### config.mk
export PLATFORM = sky130hd
export DESIGN_NAME = fht_stage_ctrl
export DESIGN_NICKNAME = d
export VERILOG_FILES = /design/src/rtl/fht_stage_ctrl_pkg.sv /design/src/rtl/fht_delay_line.sv /design/src/rtl/fht_stage_ctrl.sv
export SDC_FILE = /design/constraint.sdc
export NUM_CORES = 1
export LEC_CHECK = 0
export BUFFER_PORTS_ARGS = -buffer_cell sky130_fd_sc_hd__buf_2
export CAP_MARGIN = 15
export CORE_MARGIN = 5
export CORE_UTILIZATION = 55
export DETAILED_ROUTE_END_ITERATION = 8
export GPL_ROUTABILITY_DRIVEN = 0
export MAX_ROUTING_LAYER = met4
export PLACE_DENSITY = 0.86
export SLEW_MARGIN = 20
export SYNTH_ARGS = -nofsm -noshare
export SYNTH_HDL_FRONTEND = slang
export SYNTH_SLANG_ARGS = --single-unit
### constraint.sdc
create_clock -name iCLK -period 3.4 [get_ports iCLK]
set_clock_uncertainty 0.1 [all_clocks]
set_input_delay 0.68 -clock iCLK [delete_from_list [all_inputs] [get_ports iCLK]]
set_output_delay 0.68 -clock iCLK [all_outputs]
set_load 0.005 [all_outputs]
### src/rtl/fht_stage_ctrl_pkg.sv
// Shared FHT stage-controller definitions: FSM state encodings and stage-count derivation.
package fht_stage_ctrl_pkg;

    localparam logic [1:0] ST_IDLE  = 2'd0;
    localparam logic [1:0] ST_READ  = 2'd1;
    localparam logic [1:0] ST_DRAIN = 2'd2;
    localparam logic [1:0] ST_DONE  = 2'd3;

    // Index of the final stage; a transform runs stages 0..fht_last(a_bit).
    function automatic int unsigned fht_last(input int unsigned a_bit);
        return a_bit + 1;
    endfunction

endpackage

### src/rtl/fht_delay_line.sv
// Fixed-depth shift register used to align write-back address and strobe with the datapath.
module fht_delay_line #(
    parameter int unsigned WIDTH = 1,
    parameter int unsigned DEPTH = 4
) (
    input  logic             iCLK,
    input  logic             iRESET,
    input  logic [WIDTH-1:0] iDATA,
    output logic [WIDTH-1:0] oDATA
);

    localparam int unsigned TOTAL = WIDTH * DEPTH;

    logic [TOTAL-1:0] r_pipe;
    logic [TOTAL-1:0] w_pipe_nxt;

    if (DEPTH == 1) begin : g_single
        assign w_pipe_nxt = iDATA;
    end else begin : g_multi
        assign w_pipe_nxt = {r_pipe[TOTAL-WIDTH-1:0], iDATA};
    end

    always_ff @(posedge iCLK or negedge iRESET) begin
        if (!iRESET) begin
            r_pipe <= '0;
        end else begin
            r_pipe <= w_pipe_nxt;
        end
    end

    assign oDATA = r_pipe[TOTAL-1 -: WIDTH];

endmodule

### src/rtl/fht_stage_ctrl.sv
// FHT stage controller: sequences per-stage bank reads, twiddle addressing and delayed write-back.
module fht_stage_ctrl
    import fht_stage_ctrl_pkg::*;
#(
    parameter int unsigned A_BIT    = 8,
    parameter int unsigned SEC_BIT  = 4,
    parameter int unsigned PIPE_LAT = 4
) (
    input  logic               iCLK,
    input  logic               iRESET,
    input  logic               iSTART,
    output logic               oBUSY,
    output logic               oDONE,
    output logic [A_BIT-1:0]   oRD_ADDR_0,
    output logic [A_BIT-1:0]   oRD_ADDR_1,
    output logic [A_BIT-1:0]   oRD_ADDR_2,
    output logic [A_BIT-1:0]   oRD_ADDR_3,
    output logic [A_BIT-1:0]   oROM_ADDR,
    output logic [A_BIT-1:0]   oWR_ADDR,
    output logic               oWE,
    output logic               oST_ZERO,
    output logic               oST_LAST,
    output logic               o2ND_PART_SUBSEC,
    output logic [SEC_BIT-1:0] oSECTOR
);

    localparam logic [SEC_BIT-1:0] LAST     = SEC_BIT'(fht_last(A_BIT));
    localparam int unsigned        DRN_BIT  = (PIPE_LAT > 1) ? $clog2(PIPE_LAT) : 1;
    localparam logic [DRN_BIT-1:0] DRN_END  = DRN_BIT'(PIPE_LAT - 1);
    localparam logic [A_BIT-1:0]   ADDR_ONE = {{(A_BIT-1){1'b0}}, 1'b1};
    localparam logic [SEC_BIT-1:0] SEC_ONE  = {{(SEC_BIT-1){1'b0}}, 1'b1};
    localparam logic [SEC_BIT-1:0] SEC_TWO  = SEC_BIT'(2);

    logic [1:0]         r_state;
    logic [SEC_BIT-1:0] r_s;
    logic [A_BIT-1:0]   r_cnt;
    logic               r_phase;
    logic [DRN_BIT-1:0] r_drn;

    logic [1:0]         w_state_nxt;
    logic [SEC_BIT-1:0] w_s_nxt;
    logic [A_BIT-1:0]   w_cnt_nxt;
    logic               w_phase_nxt;
    logic [DRN_BIT-1:0] w_drn_nxt;

    always_comb begin
        w_state_nxt = r_state;
        w_s_nxt     = r_s;
        w_cnt_nxt   = r_cnt;
        w_phase_nxt = r_phase;
        w_drn_nxt   = r_drn;
        case (r_state)
            ST_IDLE: begin
                if (iSTART) begin
                    w_state_nxt = ST_READ;
                    w_s_nxt     = '0;
                    w_cnt_nxt   = '0;
                    w_phase_nxt = 1'b0;
                end
            end
            ST_READ: begin
                w_phase_nxt = ~r_phase;
                if (r_phase) begin
                    w_cnt_nxt = r_cnt + ADDR_ONE;
                    if (r_cnt == '1) begin
                        w_state_nxt = ST_DRAIN;
                        w_drn_nxt   = '0;
                    end
                end
            end
            ST_DRAIN: begin
                w_drn_nxt = r_drn + DRN_BIT'(1);
                // Last write of the stage lands in this final drain cycle.
                if (r_drn == DRN_END) begin
                    if (r_s == LAST) begin
                        w_state_nxt = ST_DONE;
                    end else begin
                        w_state_nxt = ST_READ;
                        w_s_nxt     = r_s + SEC_ONE;
                        w_cnt_nxt   = '0;
                        w_phase_nxt = 1'b0;
                    end
                end
            end
            ST_DONE: begin
                w_state_nxt = ST_IDLE;
            end
            default: begin
                w_state_nxt = ST_IDLE;
            end
        endcase
    end

    always_ff @(posedge iCLK or negedge iRESET) begin
        if (!iRESET) begin
            r_state <= ST_IDLE;
            r_s     <= '0;
            r_cnt   <= '0;
            r_phase <= 1'b0;
            r_drn   <= '0;
        end else begin
            r_state <= w_state_nxt;
            r_s     <= w_s_nxt;
            r_cnt   <= w_cnt_nxt;
            r_phase <= w_phase_nxt;
            r_drn   <= w_drn_nxt;
        end
    end

    logic               w_read;
    logic               w_busy;
    logic               w_hi_stage;
    logic [A_BIT-1:0]   w_mask;
    logic [A_BIT-1:0]   w_rom;
    logic [A_BIT-1:0]   w_partner;
    logic               w_wr_stb;
    logic [A_BIT:0]     w_dl_in;
    logic [A_BIT:0]     w_dl_out;
    logic               w_we;
    logic [A_BIT-1:0]   w_wr_addr;

    assign w_read     = (r_state == ST_READ);
    assign w_busy     = w_read | (r_state == ST_DRAIN);
    assign w_hi_stage = (r_s >= SEC_TWO);
    // Stage s>=2 pairs addresses differing in bit s-2; the mask is also the swap-select bit.
    assign w_mask     = ADDR_ONE << (r_s - SEC_TWO);
    assign w_rom      = r_cnt << (A_BIT + 1 - 32'(r_s));
    assign w_partner  = w_hi_stage ? (r_cnt ^ w_mask) : r_cnt;

    assign w_wr_stb = w_read & r_phase;
    assign w_dl_in  = {w_wr_stb, (w_wr_stb ? r_cnt : {A_BIT{1'b0}})};

    fht_delay_line #(
        .WIDTH (A_BIT + 1),
        .DEPTH (PIPE_LAT)
    ) u_wr_delay (
        .iCLK   (iCLK),
        .iRESET (iRESET),
        .iDATA  (w_dl_in),
        .oDATA  (w_dl_out)
    );

    assign w_we      = w_dl_out[A_BIT];
    assign w_wr_addr = w_dl_out[A_BIT-1:0];

    assign oBUSY            = w_busy;
    assign oDONE            = (r_state == ST_DONE);
    assign oRD_ADDR_0       = w_read ? r_cnt : '0;
    assign oRD_ADDR_1       = w_read ? r_cnt : '0;
    assign oRD_ADDR_2       = w_read ? w_partner : '0;
    assign oRD_ADDR_3       = w_read ? w_partner : '0;
    assign oROM_ADDR        = (w_read && w_hi_stage) ? w_rom : '0;
    assign oWE              = w_we;
    assign oWR_ADDR         = w_wr_addr;
    assign o2ND_PART_SUBSEC = w_we & w_hi_stage & (|(w_wr_addr & w_mask));
    assign oST_ZERO         = w_busy & (r_s == '0);
    assign oST_LAST         = w_busy & (r_s == LAST);
    assign oSECTOR          = w_busy ? r_s : '0;

endmodule

==> Flow_metrics.wiki <==
{| class="wikitable"
! Metric !! Value
|-
| Post-synthesis async set-or-reset flop share || 1.00
|-
| Source-to-sink clock delay at the later pin of the worst-skew pair || 0.31 ns
|-
| Slack of the worst reg-to-reg path || 1.10 ns
|-
| Pwr/cell area || 590 nW/um^2
|-
| Number of warnings printed during yosys synthesis || 0
|-
| Longest individual stage delay on the worst path || 0.49 ns
|-
| Type of element launching the critical path || flop
|-
| Post-route cell area || 3250 um^2
|-
| Max_slew headroom || 0.514
|-
| First-pass iteration count of the detailed router || 5
|-
| Wire length of the first global-routing pass || 11100 um
|-
| Routed Antenna Nets || 0
|-
| Antenna violations before repair || 0
|-
| Post-synthesis instance area || 2990 um^2
|-
| First-iteration detailed-routing DRC count || 216
|-
| Total number of vias || 2264
|-
| Slowest cell on crit path || sky130_fd_sc_hd__ha_2
|-
| Crit share post-route || 0.947
|-
| Number of nets in the final layout || 341
|-
| Max IR drop VDD || 0.248 mV
|-
| Most used cells in the layout excluding fill and tap cells || sky130_fd_sc_hd__buf_2 (60), sky130_fd_sc_hd__dfrtp_1 (52), sky130_fd_sc_hd__nor2_1 (20)
|-
| Time the final worst path needs with I/O delays and setup || 3.22 ns
|-
| Starting density of the core || 0.575
|-
| Synth unique cells || 45
|-
| Mean post-synth cell area || 10.2 um^2
|-
| Total design power || 1.91 mW
|-
| Net Count, Synth || 312
|-
| Final setup fails || 0
|-
| Number of sinks driven by the clock tree || 53
|-
| Number of enable-type register cells in the synthesized netlist || 0
|-
| Largest cells by area after synthesis || sky130_fd_sc_hd__dfrtp_1 (44%), sky130_fd_sc_hd__buf_4 (6.3%), sky130_fd_sc_hd__ha_1 (6.3%)
|-
| Maximum count of clock buffers along a single path || 2
|-
| Clock Tree Root || sky130_fd_sc_hd__clkbuf_8
|-
| Category of cells accounting for the largest share of critical-path delay || adder cells
|-
| CP Data Required Time || 2.62 ns
|-
| Average vias per placed instance || 5.75
|-
| Origin of the worst min-delay path || u_wr_delay.r_pipe[9]$_DFF_PN0_
|-
| Hold Violations, Final || 0
|-
| Count of buffers added by post-CTS timing repair for setup || 0
|-
| Switching share of power || 0.408
|-
| Endpoint kind of the worst setup timing path || output port
|-
| # IOs || 61
|-
| Prevailing post-synth register cell || sky130_fd_sc_hd__dfrtp_1
|-
| Max Fclk || 310 MHz
|-
| Sequential share of power || 0.400
|-
| Via count of the first global-routing pass || 2205
|-
| Final Hold Slack || 0.253 ns
|-
| CTS tree || yes
|-
| Hold/Removal Path Class || reg -> reg
|-
| Fraction of layout cells with a size suffix above 1 || 0.296
|-
| Leakage power || 1.73 nW
|-
| Number of non-filler instances in the completed layout || 394
|-
| # placed instances || 386
|-
| Most common library cell in the layout ignoring fill and taps || sky130_fd_sc_hd__buf_2
|-
| Cts bufs inserted || 5
|-
| Wire length per cell || 16.5 um
|-
| Std cell rows || 26
|-
| Area of the placeable core || 5200 um^2
|-
| Flop and latch count out of synthesis || 53
|-
| DP Area || 3140 um^2
|-
| Overflow left after global routing || 0
|-
| Switching power of the nets || 782 uW
|-
| MaxCap Viol Count || 0
|-
| Largest fanout on the critical path || 13
|-
| Die Outline Area || 7010 um^2
|-
| TNS Setup || 0 ns
|-
| Reg2reg end || r_s[2]$_DFFE_PN0P_
|-
| Comb power frac || 0.405
|-
| Critical Path, Cell by Cell || inv_1 > ha_2 > mux2_2 > a221o_1 > and3_1 > buf_2
|-
| # diodes || 0
|-
| Hold-fix buffers at CTS || 0
|-
| Int Pwr || 1.13 mW
|-
| Clock power frac || 0.195
|-
| Chip width || 83.8 um
|-
| Maximum number of pins on one net before global-route repair || 32
|-
| Status || completed
|-
| FF-to-FF path depth || 7
|-
| WS Path Type || reg -> out
|-
| Origin of the critical flop-to-flop path || r_s[2]$_DFFE_PN0P_
|-
| Sequential share of the synthesized area || 0.443
|-
| Area share of the leading cell type in the synthesized netlist || 0.443
|-
| Area added between synthesis and finish || 8.49%
|-
| Number of standard cells after synthesis || 294
|-
| Deepest level of the CTS H-tree || 2
|-
| Combined buffer and inverter count along the critical path || 2
|-
| GRT Total Usage || 0.199
|-
| Remaining DRCs || 0
|-
| Total wire length after detailed routing || 6520 um
|-
| Number of port buffers || 60
|-
| Die boundary height || 83.8 um
|-
| Slew at the pin closest to its max-slew limit || 0.728 ns
|-
| Worst min-delay path endpoint || u_wr_delay.r_pipe[18]$_DFF_PN0_
|-
| Half-perimeter wire length after detailed placement || 4710 um
|-
| RSZ-0062 raised after global routing || no
|-
| Biggest area consumer among synthesized cells || sky130_fd_sc_hd__dfrtp_1
|-
| Max-slew violation total from the final report || 0
|-
| Reg clk slew, reported paths || 0.10 ns
|-
| Number of cells on the worst hold path || 0
|-
| CP Data Arrival Time || 2.44 ns
|-
| Number of fillers in the final layout || 420
|}
[how the worst max path moves through the flow]
stage | to | cells after the start | slack (ns) | start
6_report | o2ND_PART_SUBSEC | 6 | 0.18 | r_s[2]$_DFFE_PN0P_
3_3_place_gp | o2ND_PART_SUBSEC | 6 | 0.47 | r_s[2]$_DFFE_PN0P_
5_1_grt | o2ND_PART_SUBSEC | 6 | 0.08 | r_s[2]$_DFFE_PN0P_
3_5_place_dp | o2ND_PART_SUBSEC | 6 | 0.32 | r_s[2]$_DFFE_PN0P_
4_1_cts | o2ND_PART_SUBSEC | 6 | 0.06 | r_s[2]$_DFFE_PN0P_
2_1_floorplan | oRD_ADDR_3[3] | 9 | 0.41 | r_s[2]$_DFFE_PN0P_
[worst register-to-register path: stages, from the launching register on]
cell                      delay [ns]
sky130_fd_sc_hd__dfrtp_2        0.48
sky130_fd_sc_hd__inv_1          0.14
sky130_fd_sc_hd__ha_2           0.19
sky130_fd_sc_hd__ha_1           0.22
sky130_fd_sc_hd__a21bo_4        0.26
sky130_fd_sc_hd__a21oi_2        0.27
sky130_fd_sc_hd__o21ai_2        0.14
sky130_fd_sc_hd__a221o_1        0.38
[what timing repair did]
item,in CTS,in global routing
endpoints found under the setup margin,1,1
cloned,0,0
resized for setup,1,1
endpoints found under the hold margin,0,0
[layer usage]
metal	wire length, um	GRT usage
met2	3320	0.326
met5	0	-
met3	488	0.0434
met4	127	0.0746
met1	2580	0.241
[flip-flops by register name, summed over array words and instances, names as in the netlist]
register	cells
r_s	4
r_state	2
r_cnt	8
r_phase	1
u_wr_delay.r_pipe	36
r_drn	2
[metrics by stage]
| step | worst slack (ns) | util |
|---|---|---|
| floorplan | 0.411 | - |
| global placement | 0.467 | 0.604 |
| detailed placement | 0.323 | 0.604 |
| CTS | 0.0565 | 0.623 |
| global route | 0.0799 | 0.624 |
| finish | 0.179 | 0.624 |
[cells by family after synthesis]
logic type | after synthesis | share of synthesized area
flops | 53 | 0.443
mux | 20 | 0.0715
simple gates | 88 | 0.158
fa+ha+maj | 15 | 0.0627
buf+inv | 54 | 0.105
xor+xnor | 1 | 0.00293
compound gates | 63 | 0.157
[synth_stat cells (all sizes together), types with 2 or more instances]
cell and instances:
dfrtp 53, buf 34, nor2 20, a21oi 18
nand2 18, ha 15, and2 13, and3 12
o21ai 12, inv 11, mux2 11, clkbuf 9
mux2i 9, nand2b 7, nor3 6, a211oi 5
a31oi 5, nand4 4, o22ai 4, o31ai 4
a221o 3, nor2b 3, o41ai 3, nand3 2
o2bb2ai 2
[cell type report]
cell class	instances	area (um^2)	area share
inverters	11	41.3	0.0127
repair buffers	65	338	0.104
clock inverters	3	28.8	0.00887
flip-flops and latches	53	1330	0.409
clock buffers	5	68.8	0.0212
multi-input cells	187	1350	0.417
well taps	70	87.6	0.0270
[power groups by stage]
stage	logic, mW	clock network [mW]	registers (mW)
floorplan	0.618	0	0.731
global placement	0.746	0	0.770
detailed placement	0.769	0	0.775
CTS	0.779	0.383	0.763
global route	0.861	0.409	0.774
finish	0.775	0.373	0.765
Note: power is estimated with default switching activity, not from simulation.
